`config.mk`:
```
export PLATFORM = sky130hd
export DESIGN_NAME = jt49_bus_fifo
export DESIGN_NICKNAME = d
export VERILOG_FILES = /design/src/rtl/jt49_bus_fifo.sv
export SDC_FILE = /design/constraint.sdc
export NUM_CORES = 1
export LEC_CHECK = 0
export ABC_CLOCK_PERIOD_IN_PS = 3400
export BUFFER_PORTS_ARGS = -buffer_cell sky130_fd_sc_hd__buf_2
export CAP_MARGIN = 30
export CORE_UTILIZATION = 35
export DETAILED_ROUTE_END_ITERATION = 6
export GPL_TIMING_DRIVEN = 0
export PLACE_DENSITY = 0.5
export SYNTH_ARGS = -nofsm -noshare
export SYNTH_HDL_FRONTEND = slang
export SYNTH_SLANG_ARGS = --single-unit
```
`constraint.sdc`:
```
create_clock -name clk -period 3.4 [get_ports clk]
set_clock_uncertainty 0.05 [all_clocks]
set_input_delay 0.17 -clock clk [delete_from_list [all_inputs] [get_ports clk]]
set_output_delay 0.17 -clock clk [all_outputs]
set_load 0.03 [all_outputs]
```
`src/rtl/jt49_bus_fifo.sv`:
```
// AY bus (BDIR/BC2/BC1) front-end: latches address/chip, buffers writes in a FIFO drained once per clk_en.
// Latency: push-to-strobe >= 1 clk, READ -> dout 1 clk; full FIFO drops writes and sets sticky ovf.
module jt49_bus_fifo #(
    parameter int NCHIPS = 2,
    parameter int DEPTHW = 3
) (
    input  logic                  clk,
    input  logic                  rst,
    input  logic                  clk_en,
    input  logic                  bdir,
    input  logic                  bc2,
    input  logic                  bc1,
    input  logic [7:0]            din,
    output logic [7:0]            dout,
    output logic                  busy,
    output logic                  full,
    output logic                  ovf,
    output logic [3:0]            core_addr,
    output logic [7:0]            core_din,
    output logic                  core_wr_n,
    output logic [NCHIPS-1:0]     core_cs_n,
    input  logic [8*NCHIPS-1:0]   core_dout
);
    localparam int DEPTH = 2**DEPTHW;
    localparam logic [DEPTHW:0] DEPTH_C = (DEPTHW+1)'(DEPTH);
    localparam logic [2:0]      NCH_C   = 3'(NCHIPS);

    typedef enum logic [1:0] {ST_IDLE, ST_LATCH, ST_READ, ST_WRITE} bus_st_t;

    bus_st_t                bus_st, prev_q;
    logic [3:0]             lat_addr_q;
    logic [1:0]             lat_chip_q;
    logic                   sel_ok_q;
    logic [13:0]            mem_q [DEPTH];
    logic [DEPTHW-1:0]      wr_ptr_q, rd_ptr_q;
    logic [DEPTHW:0]        count_q, count_d;
    logic                   busy_q, full_q, ovf_q;
    logic                   stb_q;
    logic [3:0]             stb_addr_q;
    logic [7:0]             core_din_q, dout_q, dout_d, rd_sel;
    logic [NCHIPS-1:0]      cs_n_q, cs_n_d;
    logic                   latch_ev, write_ev, push, pop, push_ok;
    logic [13:0]            head;

    always_comb begin
        case ({bdir, bc2, bc1})
            3'b001, 3'b100, 3'b111: bus_st = ST_LATCH;
            3'b011:                 bus_st = ST_READ;
            3'b110:                 bus_st = ST_WRITE;
            default:                bus_st = ST_IDLE;
        endcase
    end

    // Actions fire only on entry into a bus state, never while it is held.
    assign latch_ev = (bus_st == ST_LATCH) && (prev_q != ST_LATCH);
    assign write_ev = (bus_st == ST_WRITE) && (prev_q != ST_WRITE);
    assign push     = write_ev && sel_ok_q;
    assign pop      = clk_en && (count_q != '0);
    assign push_ok  = push && ((count_q < DEPTH_C) || pop);
    assign head     = mem_q[rd_ptr_q];

    always_comb begin
        count_d = count_q;
        if (push_ok && !pop)
            count_d = count_q + 1'b1;
        else if (!push_ok && pop)
            count_d = count_q - 1'b1;
    end

    always_comb begin
        cs_n_d = '1;
        rd_sel = 8'hFF;
        for (int k = 0; k < NCHIPS; k++) begin
            if (pop && head[13:12] == 2'(k))
                cs_n_d[k] = 1'b0;
            if (lat_chip_q == 2'(k))
                rd_sel = core_dout[8*k +: 8];
        end
    end

    // core_addr shows the FIFO entry during a strobe, so the read sample is skipped then.
    always_comb begin
        dout_d = dout_q;
        if (bus_st == ST_READ && !stb_q)
            dout_d = sel_ok_q ? rd_sel : 8'hFF;
    end

    always_ff @(posedge clk) begin
        if (push_ok)
            mem_q[wr_ptr_q] <= {lat_chip_q, lat_addr_q, din};
    end

    always_ff @(posedge clk or posedge rst) begin
        if (rst) begin
            prev_q     <= ST_IDLE;
            lat_addr_q <= 4'd0;
            lat_chip_q <= 2'd0;
            sel_ok_q   <= 1'b1;
            wr_ptr_q   <= '0;
            rd_ptr_q   <= '0;
            count_q    <= '0;
            busy_q     <= 1'b0;
            full_q     <= 1'b0;
            ovf_q      <= 1'b0;
            stb_q      <= 1'b0;
            stb_addr_q <= 4'd0;
            core_din_q <= 8'd0;
            cs_n_q     <= '1;
            dout_q     <= 8'hFF;
        end else begin
            prev_q <= bus_st;
            if (latch_ev) begin
                lat_addr_q <= din[3:0];
                lat_chip_q <= din[5:4];
                sel_ok_q   <= (din[7:6] == 2'b00) && ({1'b0, din[5:4]} < NCH_C);
            end
            if (push_ok)
                wr_ptr_q <= wr_ptr_q + 1'b1;
            if (pop) begin
                rd_ptr_q   <= rd_ptr_q + 1'b1;
                stb_addr_q <= head[11:8];
                core_din_q <= head[7:0];
            end
            if (push && !push_ok)
                ovf_q <= 1'b1;
            count_q <= count_d;
            busy_q  <= (count_d != '0);
            full_q  <= (count_d == DEPTH_C);
            stb_q   <= pop;
            cs_n_q  <= cs_n_d;
            dout_q  <= dout_d;
        end
    end

    assign dout      = dout_q;
    assign busy      = busy_q;
    assign full      = full_q;
    assign ovf       = ovf_q;
    assign core_addr = stb_q ? stb_addr_q : lat_addr_q;
    assign core_din  = core_din_q;
    assign core_wr_n = ~stb_q;
    assign core_cs_n = cs_n_q;
endmodule

```
Yosys cells after proc, flatten, opt, wreduce, memory -nomap -nowiden. Memory sizes are Yosys's and may differ from the RTL's. Cells that the tools add are included.

Register bits after elaboration: 45. Bits in writable memories: 112. Input bits: 30. Word-level logic and storage cells: 69. Memories kept: 1.

Memory list: mem_q (words 8, bits a word 14, read ports 1, clocked after Yosys merged registers in 0, wr ports 1, RTL line 34) `logic [13:0] mem_q [DEPTH];`.

Add/sub/neg operators: 4. Order comparisons: 2. Equality and inequality tests: 13. Muxes and demuxes: 11. Bitwise logic cells: 1. Reduce and logical (&&, ||, !) cells: 22.

Operator list (count): $mux W8 (3); $logic_and A1 B1 Y1 (12); $mux W4 (3); $eq A3 B3 Y1 const B (3); $reduce_bool A4 Y1 (2); $add A3 B1 Y3 const B (2); $eq A2 B1 Y1 const B (3); $logic_not A2 Y1 (3); $pmux W2 S3 (1); $add A4 B1 Y4 const B (1); $eq A2 B2 Y1 const B (2); $eq A4 B4 Y1 const B (1); $lt A4 B4 Y1 const B (1); $mux W1 (4); $sub A4 B1 Y4 const B (1); $eq A3 B1 Y1 const B (1); $eq A3 B2 Y1 const B (1); $logic_not A1 Y1 (3); $reduce_or A3 Y1 (1); $lt A2 B2 Y1 const B (1); $ne A2 B1 Y1 const B (1); $ne A2 B2 Y1 const B (1); $logic_or A1 B1 Y1 (1); $not A1 Y1 (1).

Longest topological paths before layout. Gate-level depths: netlist of run 1.

Word-level depth: 12. Depth in mapped cells: 8. Depth with buffers taken out: 8.

Worst setup path after synthesis of run 1. Ideal clock, no wire load.

Kind: reg2reg. Start: reg sel_ok_q. End: mem mem_q[0][0], enable pin. Arrival time: 2.232 ns. Setup slack: 0.715 ns. Stages on the path, launching flop included: 6. Path buffers: 0. Path through: dfstp_2 -> and4b_4 -> nand2_4 -> a21oi_1 -> nand2b_1 -> nor3_1.

Longest elaborated chain between the ends: 4.

RTL lines: from (decl) (RTL line 33) `logic sel_ok_q;`; from (signal assigned) (RTL line 115) `sel_ok_q <= (din[7:6] == 2'b00) && ({1'b0, din[5:4]} < NCH_C);`; $logic_and A1 B1 Y1 (RTL line 57) `assign push = write_ev && sel_ok_q;`; $logic_and A1 B1 Y1 (RTL line 59) `assign push_ok = push && ((count_q < DEPTH_C) || pop);`; $mux W1 (RTL line 89) `if (push_ok)`; $mux W1 (implied by the code) (RTL line 90) `mem_q[wr_ptr_q] <= {lat_chip_q, lat_addr_q, din};`; to (decl) (RTL line 34).

No other way between the ends.

Worst setup path after layout of run 1.
Start: reg sel_ok_q. End: mem mem_q[0][11], enable pin.

Same word-level chain as after synthesis.

==> results of run 1 <==
cell usage in the layout (no fill, tap or decap), drive strengths merged, types with 3 or more instances in the layout:
cell,count
ha,4
a21oi,11
mux4,28
clkbuf,28
dfrtp,34
nor3,5
xnor2,5
bufinv,3
edfxtp,112
mux2i,21
buf,73
o21ai,16
clkinv,7
mux2,12
and2,4
inv,8
nand2b,7
dlygate4sd3,17
nor2,23
dfstp,11
nand2,30
report_power, final:
group          leakage [nW]  internal, mW  total (mW)  switching (mW)
clock                 0.281          1.15        1.88           0.731
combinational          1.04         0.720        1.66           0.943
sequential             1.54          2.32        2.49           0.173
total                  2.86          4.18        6.03            1.85
worst register-to-register path, cell delays in order, from the launching register on:
cell      delay [ns]
dfstp_2         0.56
and4b_4         0.29
nand2_4         0.08
a21oi_1         0.27
nand2b_1        0.24
nor3_2          0.59
buf_6           0.23
buf_6           0.15
registers in the layout, indices dropped and copies added (netlist names), 2 cells and up:
| register | flops |
|---|---|
| core_cs_n | 2 |
| core_din | 8 |
| count_q | 4 |
| dout | 8 |
| lat_addr_q | 4 |
| lat_chip_q | 2 |
| mem_q | 112 |
| prev_q | 2 |
| rd_ptr_q | 3 |
| stb_addr_q | 4 |
| wr_ptr_q | 3 |
Yosys cell counts, types with 2 or more instances:
library cell | count | area [um^2]
dfstp_2 | 11 | 289
mux4_2 | 28 | 631
clkbuf_1 | 8 | 30.0
nand2b_1 | 7 | 43.8
nand2_1 | 29 | 109
buf_2 | 4 | 20.0
mux2_2 | 12 | 135
edfxtp_1 | 112 | 3360
xnor2_1 | 5 | 43.8
o21ai_0 | 15 | 75.1
and2_1 | 4 | 25.0
inv_1 | 7 | 26.3
nor3_1 | 4 | 20.0
ha_1 | 4 | 50.1
dfrtp_1 | 34 | 851
a21oi_1 | 11 | 55.1
buf_4 | 2 | 15.0
nor2_1 | 22 | 82.6
mux2i_1 | 21 | 210
routing by layer:
metal | routed length [um] | vias up | GRT usage [%]
li1 | - | 1599 | -
met1 | 6320 | 1848 | 21.8
met2 | 7010 | 55 | 26.8
met3 | 390 | 17 | 3.77
met4 | 194 | 0 | 5.56
met5 | 0 | - | 0
final cells by class:
cell class / count / area [um^2] / area share [%]
Clock buffer: 20 / 437 / 5.61
Buffer: 15 / 68.8 / 0.885
Multi-Input combinational cell: 185 / 1710 / 22.0
Tap cell: 225 / 282 / 3.62
Inverter: 8 / 30.0 / 0.386
Timing Repair Buffer: 83 / 601 / 7.72
Sequential cell: 157 / 4500 / 57.9
Clock inverter: 12 / 146 / 1.88
cell families after synthesis:
| logic type | Yosys count | synth area share [%] |
|---|---|---|
| fa+ha+maj | 4 | 0.796 |
| mux | 61 | 15.5 |
| compound gates | 37 | 3.76 |
| xor+xnor | 6 | 0.836 |
| flops | 157 | 71.6 |
| simple gates | 77 | 5.91 |
| buf+inv | 23 | 1.57 |
metrics by stage:
| stage | instances | hold WS (ns) | utilization, % |
|---|---|---|---|
| finish | 705 | 0.00869 | 44.7 |
| global route | 705 | 0.0132 | 44.7 |
| CTS | 705 | 0.000123 | 44.7 |
| detailed placement | 656 | 0.222 | 40.3 |
| global placement | 645 | 0.406 | 39.3 |
| floorplan | 365 | 0.219 | - |
path summary, 6_finish.rpt:
check	from	end
worst min register to register	core_din[1]$_DFFE_PP0P_	core_din[1]$_DFFE_PP0P_
worst max-delay path	sel_ok_q$_DFFE_PP1P_	mem_q[0][11]$_DFFE_PP_
max in group asynchronous	rst	core_cs_n[0]$_DFF_PP1_
min in group asynchronous	rst	count_q[0]$_DFF_PP0_
worst min-delay path	core_dout[15]	dout[7]$_DFFE_PP1P_
worst max register to register	sel_ok_q$_DFFE_PP1P_	mem_q[0][11]$_DFFE_PP_
what timing repair did:
item / CTS / global route
resized for setup: 0 / 0
hold buffers: 17 / 0
hold endpoints to repair: 77 / 0
==> results.cfg, run 1 <==
[worst_setup_path]
worst_setup_path_end_kind = flip-flop
arrival_ns = 2.84
crit_cells = 7
worstPathCellList = and4b_4 -> nand2_4 -> a21oi_1 -> nand2b_1 -> nor3_2 -> buf_6 -> buf_6
cp_slowest_stage_delay_ns = 0.59
r2r_cells = 7
cp_common_cell = buf_6
cp.required_ns = 3.48
reg2reg_slack_ns = 0.64
cp.buffers_inverters = 2
worst_path_max_delay_cell = nor3_2
crit_type = flip-flop to flip-flop
path_delay_family = simple AND/OR/NAND/NOR gates
critical_path.max_fanout = 6
cp-start-kind = flip-flop

[cts]
clkSinkCount = 157
clock_latency_ns = 0.42
h-tree-depth = 4
cts_max_path_buffers = 2
clockRootBuffer = clkbuf_16
cts_buffers = 17
post_cts_buffers = 0
tritoncts = done
clkTransAtPathRegs_ns = 0.06

[run]
cap_violations = 0

[pwr]
total_power_mw = 6.03
leakage_nw = 2.86
ir_worst_vdd_uv = 412
power_density_nw_per_um2 = 775

[routing]
wirelength_um = 13900
ant_nets = 0
num_vias = 3519
route.detailed.drc = 0
wl_per_cell_um = 19.7
drt_iter0_markers = 270
first_pass_iters = 4
vias_per_cell = 4.99

[timing]
fmax_ghz = 0.363
final.setup.tns_ns = 0
finalWorstSetupSlack_ns = 0.642
finalCriticalPeriod_ns = 2.76
tightest_slew_ns = 0.927
slew_violations = 0
relSlewSlack_pct = 38.2
hold_viol = 0
rsz0062_at_grt = no
period_share_pct = 81.1
final-setup-viol-count = 0

[run_status]
status = completed

[final_layout]
final_layout_size_suffix_gt1_share_pct = 35.2
fill_cells = 1597
num-nets-final = 501
fin_area_um2 = 7780
n_antenna_cell = 0
area_delta_synth_final_pct = 23.7

[floorplanning]
dieArea_um2 = 18500
io_pins = 56
start_util_pct = 36.1
core_um2 = 17400
die_x_um = 136
fp.dieH_um = 136
row_count = 48

[hold_path]
hold_path_class = input pin to flip-flop
hold_path_depth = 3

[yosys]
syn_inst = 365
syn_area_per_cell_um2 = 17.2
synth_fp_nets = 399
synth-seq-cells = 157
synth_area_um2 = 6290
ys_async_sr_fraction_pct = 28.7
ys_seq_area_share_pct = 71.6
synth_warnings = 0
ys_types = 44
ys.flop_type = edfxtp_1
synth-edff-count = 112

[placement]
dpl.hpwl_um = 9050
post-place-ws_ns = 0.563
placed_area_um2 = 7030
portBuffers = 55
gp_congestion = 0.714

[grt]
grt_overflow = 0
track_usage_pct = 16.5
antenna_found_initial = 0
grt_pass1_wl_um = 21400
grt_pass1_vias = 3587
grt_max_degree = 26
(Power assumes the default switching activity.)
==> inputs of run 2 (changes only) <==
ABC_CLOCK_PERIOD_IN_PS = 2400   (was 3400)
PLACE_DENSITY = 0.51   (was 0.5)
clock period = 2.4 ns   (was 3.4 ns; I/O delays follow)
==> run 2 against run 1 <==
  * Clock power grew 53%
  * Fmax increased by 26%
  * Utilization is 1.7 points higher
  * Critical endpoint is now core_din[5]$_DFFE_PP0P_
  * Count of clock-buffer cells in the layout shrank 2
==> results.cfg, run 2 (synthesis results as in run 1) <==
[run_status]
status = completed

[grt]
track_usage_pct = 16.2
use_met2_pct = 25.7
grt_pass1_wl_um = 21100
grt_overflow = 0
use_met3_pct = 3.09
grt_pass1_vias = 3574
antenna_found_initial = 0
grt_max_degree = 25
grt_util_met1_pct = 21.7
grt_most_used_layer = met2

[cts]
tritoncts = done
cts_buffers = 17
h-tree-depth = 4
clock_latency_ns = 0.42
clockRootBuffer = clkbuf_16
clkTransAtPathRegs_ns = 0.06
clkSinkCount = 157
cts_max_path_buffers = 2

[final_layout]
largest_reg_flops = 112
final_layout_size_suffix_gt1_share_pct = 36.4
top_register = mem_q
layout_commonest_cell = edfxtp_1
post-route-util_pct = 46.4
num-nets-final = 516
n_antenna_cell = 0
fin_area_um2 = 8080
fill_cells = 1531
area_delta_synth_final_pct = 28.5
layout_common_cells = edfxtp_1 (112), buf_2 (59), dfrtp_1 (34)

[hold_path]
hold_path_class = input pin to flip-flop

[worst_setup_path]
cp_slowest_stage_delay_ns = 0.64
worstPathCellList = buf_2 -> buf_1 -> mux4_2 -> mux2i_1 -> o21ai_0
arrival_ns = 2.43
cp.required_ns = 2.64
cp.buffers_inverters = 2
worst_setup_path_end_kind = flip-flop
path_delay_family = buffers and inverters
critical_path.max_fanout = 10
cp-start-kind = flip-flop
crit_type = flip-flop to flip-flop
worst_path_max_delay_cell = buf_1

[timing]
slew_violations = 0
finalWorstSetupSlack_ns = 0.215
rsz0062_at_grt = no
fmax_ghz = 0.458
period_share_pct = 91.0
finalCriticalPeriod_ns = 2.19
final.setup.tns_ns = 0
final-setup-viol-count = 0
hold_viol = 0
tightest_slew_ns = 0.789
hold_slack_ns = 0.0370
relSlewSlack_pct = 47.4

[pwr]
power_density_nw_per_um2 = 1090
ir_worst_vdd_uv = 557
leakage_nw = 2.97

[placement]
portBuffers = 55
placed_area_um2 = 7020
post-place-ws_ns = -0.327
dpl.hpwl_um = 8910
gp_congestion = 0.723

[routing]
drt_iter0_markers = 195
num_vias = 3502
first_pass_iters = 4
route.detailed.drc = 0
ant_nets = 0
wl_per_cell_um = 18.8
wirelength_um = 13600
vias_per_cell = 4.86

[floorplanning]
row_count = 48
die_x_um = 136
start_util_pct = 36.1
io_pins = 56
dieArea_um2 = 18500
core_um2 = 17400
fp.dieH_um = 136

[run]
cap_violations = 0
run 2: routing by layer:
layer | up-vias | routed length, um
met5 | - | 0
li1 | 1638 | -
met3 | 15 | 304
met4 | 0 | 211
met1 | 1807 | 6250
met2 | 42 | 6790
run 2: what timing repair did:
item | in CTS | in global routing
setup buffers | 5 | 0
hold endpoints to repair | 90 | 0
pin swaps | 5 | 0
hold buffers | 29 | 0
setup endpoints to repair | 80 | 92
gates resized for setup | 7 | 5
run 2: final cells by class:
class,count,area (um^2),area share [%]
plain buffers,15,72.6,0.898
clock buffers,18,429,5.31
clock inverters,14,206,2.56
inverters,8,30.0,0.372
multi-input cells,185,1760,21.8
flip-flops and latches,157,4500,55.7
well taps,225,282,3.48
repair buffers,98,793,9.82
run 2: worst reg2reg max path, delay by kind of cell (launching register included):
kind	cells	cell delay (ns)
AO/OA/AOI/OAI	1	0.10
buffers and inverters	2	0.93
flip-flops	1	0.38
multiplexers	2	0.61
run 2: through the flow:
step	total power [mW]	instances
floorplan	5.25	365
global placement	5.87	645
detailed placement	5.92	654
CTS	8.89	720
global route	9.21	720
finish	8.77	720
run 2: path summary, 6_finish.rpt:
kind	from	endpoint	slack (ns)	depth (start not counted)
worst max-delay path	rd_ptr_q[1]$_DFFE_PP0P_	core_din[5]$_DFFE_PP0P_	0.21	5
worst min-delay path	bdir	dout[4]$_DFFE_PP1P_	0.04	4
worst max register to register	rd_ptr_q[1]$_DFFE_PP0P_	core_din[5]$_DFFE_PP0P_	0.21	5
worst min register to register	core_din[0]$_DFFE_PP0P_	core_din[0]$_DFFE_PP0P_	0.43	2
max in group asynchronous	rst	core_cs_n[1]$_DFF_PP1_	1.48	4
min in group asynchronous	rst	count_q[3]$_DFF_PP0_	0.23	3
run 2: power by group:
group / leakage [nW] / internal (mW) / switching, mW
clock network: 0.307 / 1.77 / 1.11
registers: 1.54 / 3.28 / 0.238
logic: 1.12 / 1.05 / 1.33
total: 2.97 / 6.10 / 2.67
==> inputs of run 3 (changes only) <==
ABC_AREA = 1   (was not set)
ABC_CLOCK_PERIOD_IN_PS = not set   (was 2400)
==> run 3 against run 2 <==
  * Synthesized cell count up 48%
  * Fmax fell by 4.0%
  * Die area grew 1.0%
  * Sequential power about the same
  * Final area down 1.7%
  * Clock power down 20%
  * Critical endpoint is now mem_q[0][0]$_DFFE_PP_
  * Largest power group unchanged
==> results.cfg, run 3 <==
[routing]
wl_per_cell_um = 18.6
vias_per_cell = 5.10
num_vias = 4556
drt_iter0_markers = 432
first_pass_iters = 5
route.detailed.drc = 0
wirelength_um = 16600
ant_nets = 0

[placement]
post-place-ws_ns = -0.510
portBuffers = 55
dpl.hpwl_um = 10700
place_inst = 828
placed_area_um2 = 7040
gp_congestion = 0.831

[pwr]
total_power_mw = 8.71
ir_worst_vdd_uv = 628
power_density_nw_per_um2 = 1100
leakage_nw = 3.05

[final_layout]
top_register = mem_q
n_antenna_cell = 0
fin_area_um2 = 7950
num-nets-final = 689
post-route-util_pct = 45.3
final_layout_size_suffix_gt1_share_pct = 19.6
area_delta_synth_final_pct = 25.1
largest_reg_flops = 112
layout_common_cells = edfxtp_1 (112), nand2_1 (88), nor2_1 (73)
fin_cells = 893
fill_cells = 1613
layout_commonest_cell = edfxtp_1

[worst_setup_path]
critical_path.max_fanout = 10
cp.buffers_inverters = 3
worstPathCellList = inv_1 -> ha_2 -> nand2_2 -> nand2_4 -> a21oi_4 -> inv_2 -> or2_4 -> nor3_4 -> buf_6
path_delay_family = simple AND/OR/NAND/NOR gates
cp_slowest_stage_delay_ns = 0.41
worst_setup_path_end_kind = flip-flop
cp-start-kind = flip-flop
crit_type = flip-flop to flip-flop
cp.required_ns = 2.48
worst_path_max_delay_cell = dfrtp_1
arrival_ns = 2.35
reg2reg_slack_ns = 0.12

[run]
cap_violations = 0

[grt]
antenna_found_initial = 0
track_usage_pct = 19.1
grt_max_degree = 27
grt_pass1_wl_um = 25500
grt_pass1_vias = 4402
grt_overflow = 0

[timing]
period_share_pct = 94.8
relSlewSlack_pct = 45.8
hold_slack_ns = 0.00838
slew_violations = 0
final-setup-viol-count = 0
tightest_slew_ns = 0.813
finalCriticalPeriod_ns = 2.28
hold_viol = 0
final.setup.tns_ns = 0
rsz0062_at_grt = no
fmax_ghz = 0.439
finalWorstSetupSlack_ns = 0.124

[floorplanning]
dieArea_um2 = 18700
fp.dieH_um = 137
io_pins = 56
start_util_pct = 36.2
row_count = 48
core_um2 = 17500
die_x_um = 137

[cts]
cts_buffers = 17
clkTransAtPathRegs_ns = 0.06
h-tree-depth = 4
tritoncts = done
clock_latency_ns = 0.42
clockRootBuffer = clkbuf_16
cts_max_path_buffers = 2
clkSinkCount = 157

[yosys]
synthMuxAreaShare_pct = 0
ys.flop_type = edfxtp_1
syn_inst = 541
syn_area_per_cell_um2 = 11.7
synth_compound_gate_area_share_pct = 10.9
synth_xor_xnor_area_share_pct = 0.689
yosysTopAreaCell = edfxtp_1
yosys.area_share.adder_pct = 0.788
yosys-top-cells-count = edfxtp_1 (112), nand2_1 (89), nor2_1 (79)
ys_types = 33
synth_area_um2 = 6350
synth.most_common_cell = edfxtp_1
ys_seq_area_share_pct = 70.9
synth_fp_nets = 575
synth-edff-count = 112
synth-seq-cells = 157
synth-simple-area-share_pct = 13.6
synth_top_family_by_area = simple AND/OR/NAND/NOR gates
synth_top_cells_by_area = edfxtp_1 (53%), dfrtp_1 (13%), nand2_1 (5.3%)
ys_async_sr_fraction_pct = 28.7
synth_warnings = 0
yosysTopAreaCellShare_pct = 52.9

[run_status]
status = completed

[hold_path]
hold_path_class = input pin to flip-flop
## run 3: repair_timing
action	in CTS	in global routing
endpoints found under the hold margin	71	0
hold buffers	24	0
gates resized for setup	10	2
setup endpoints to repair	108	56
setup buffers	6	3
pin swaps	7	3
## run 3: final timing paths
| check | start | to | depth (start not counted) |
|---|---|---|---|
| setup / recovery | count_q[0]$_DFF_PP0_ | mem_q[0][0]$_DFFE_PP_ | 9 |
| hold / removal | bc2 | prev_q[1]$_DFF_PP0_ | 5 |
| setup reg to reg | count_q[0]$_DFF_PP0_ | mem_q[0][0]$_DFFE_PP_ | 9 |
| hold reg to reg | ovf$_DFFE_PP0P_ | ovf$_DFFE_PP0P_ | 1 |
| max in group asynchronous | rst | core_cs_n[0]$_DFF_PP1_ | 4 |
| min in group asynchronous | rst | stb_q$_DFF_PP0_ | 3 |
## run 3: logic make-up (layout without fill, tap and decap cells)
| group | after synthesis | in the layout |
|---|---|---|
| AO/OA/AOI/OAI | 113 | 113 |
| AND/OR/NAND/NOR | 209 | 209 |
| XOR/XNOR | 5 | 5 |
| flip-flops | 157 | 157 |
| buffers and inverters | 53 | 180 |
| adder cells (fa/ha/maj) | 4 | 4 |
## run 3: per-layer routing
metal,wire length [um],track usage (%),vias to the layer above,share of wire (%)
met3,676,4.07,9,4.1
li1,-,-,2153,-
met4,122,5.25,0,0.73
met1,7810,26.6,2286,47
met5,0,0,-,0
met2,8020,30.3,108,48
## run 3: final cells by class
cell class,count,area [um^2],area share [%]
buffer,23,90.1,1.13
clock buffer,21,440,5.54
clock inverter,11,52.6,0.661
inverter,30,113,1.42
multi-input combinational,331,1720,21.7
sequential,157,4500,56.7
tap,225,282,3.54
timing repair buffer,95,743,9.35
## run 3: worst reg2reg max path: stages (launching register included)
cell and delay [ns]:
dfrtp_1 0.41, inv_1 0.12, ha_2 0.24, nand2_2 0.09, nand2_4 0.11, a21oi_4 0.25, inv_2 0.06, or2_4 0.29
nor3_4 0.17, buf_6 0.18
## run 3: report_power, final
group          total [mW]  switching, mW  internal (mW)
Combinational        2.92           2.04          0.875
Clock                2.29          0.996           1.29
Sequential           3.50          0.246           3.26
Total                8.71           3.29           5.42
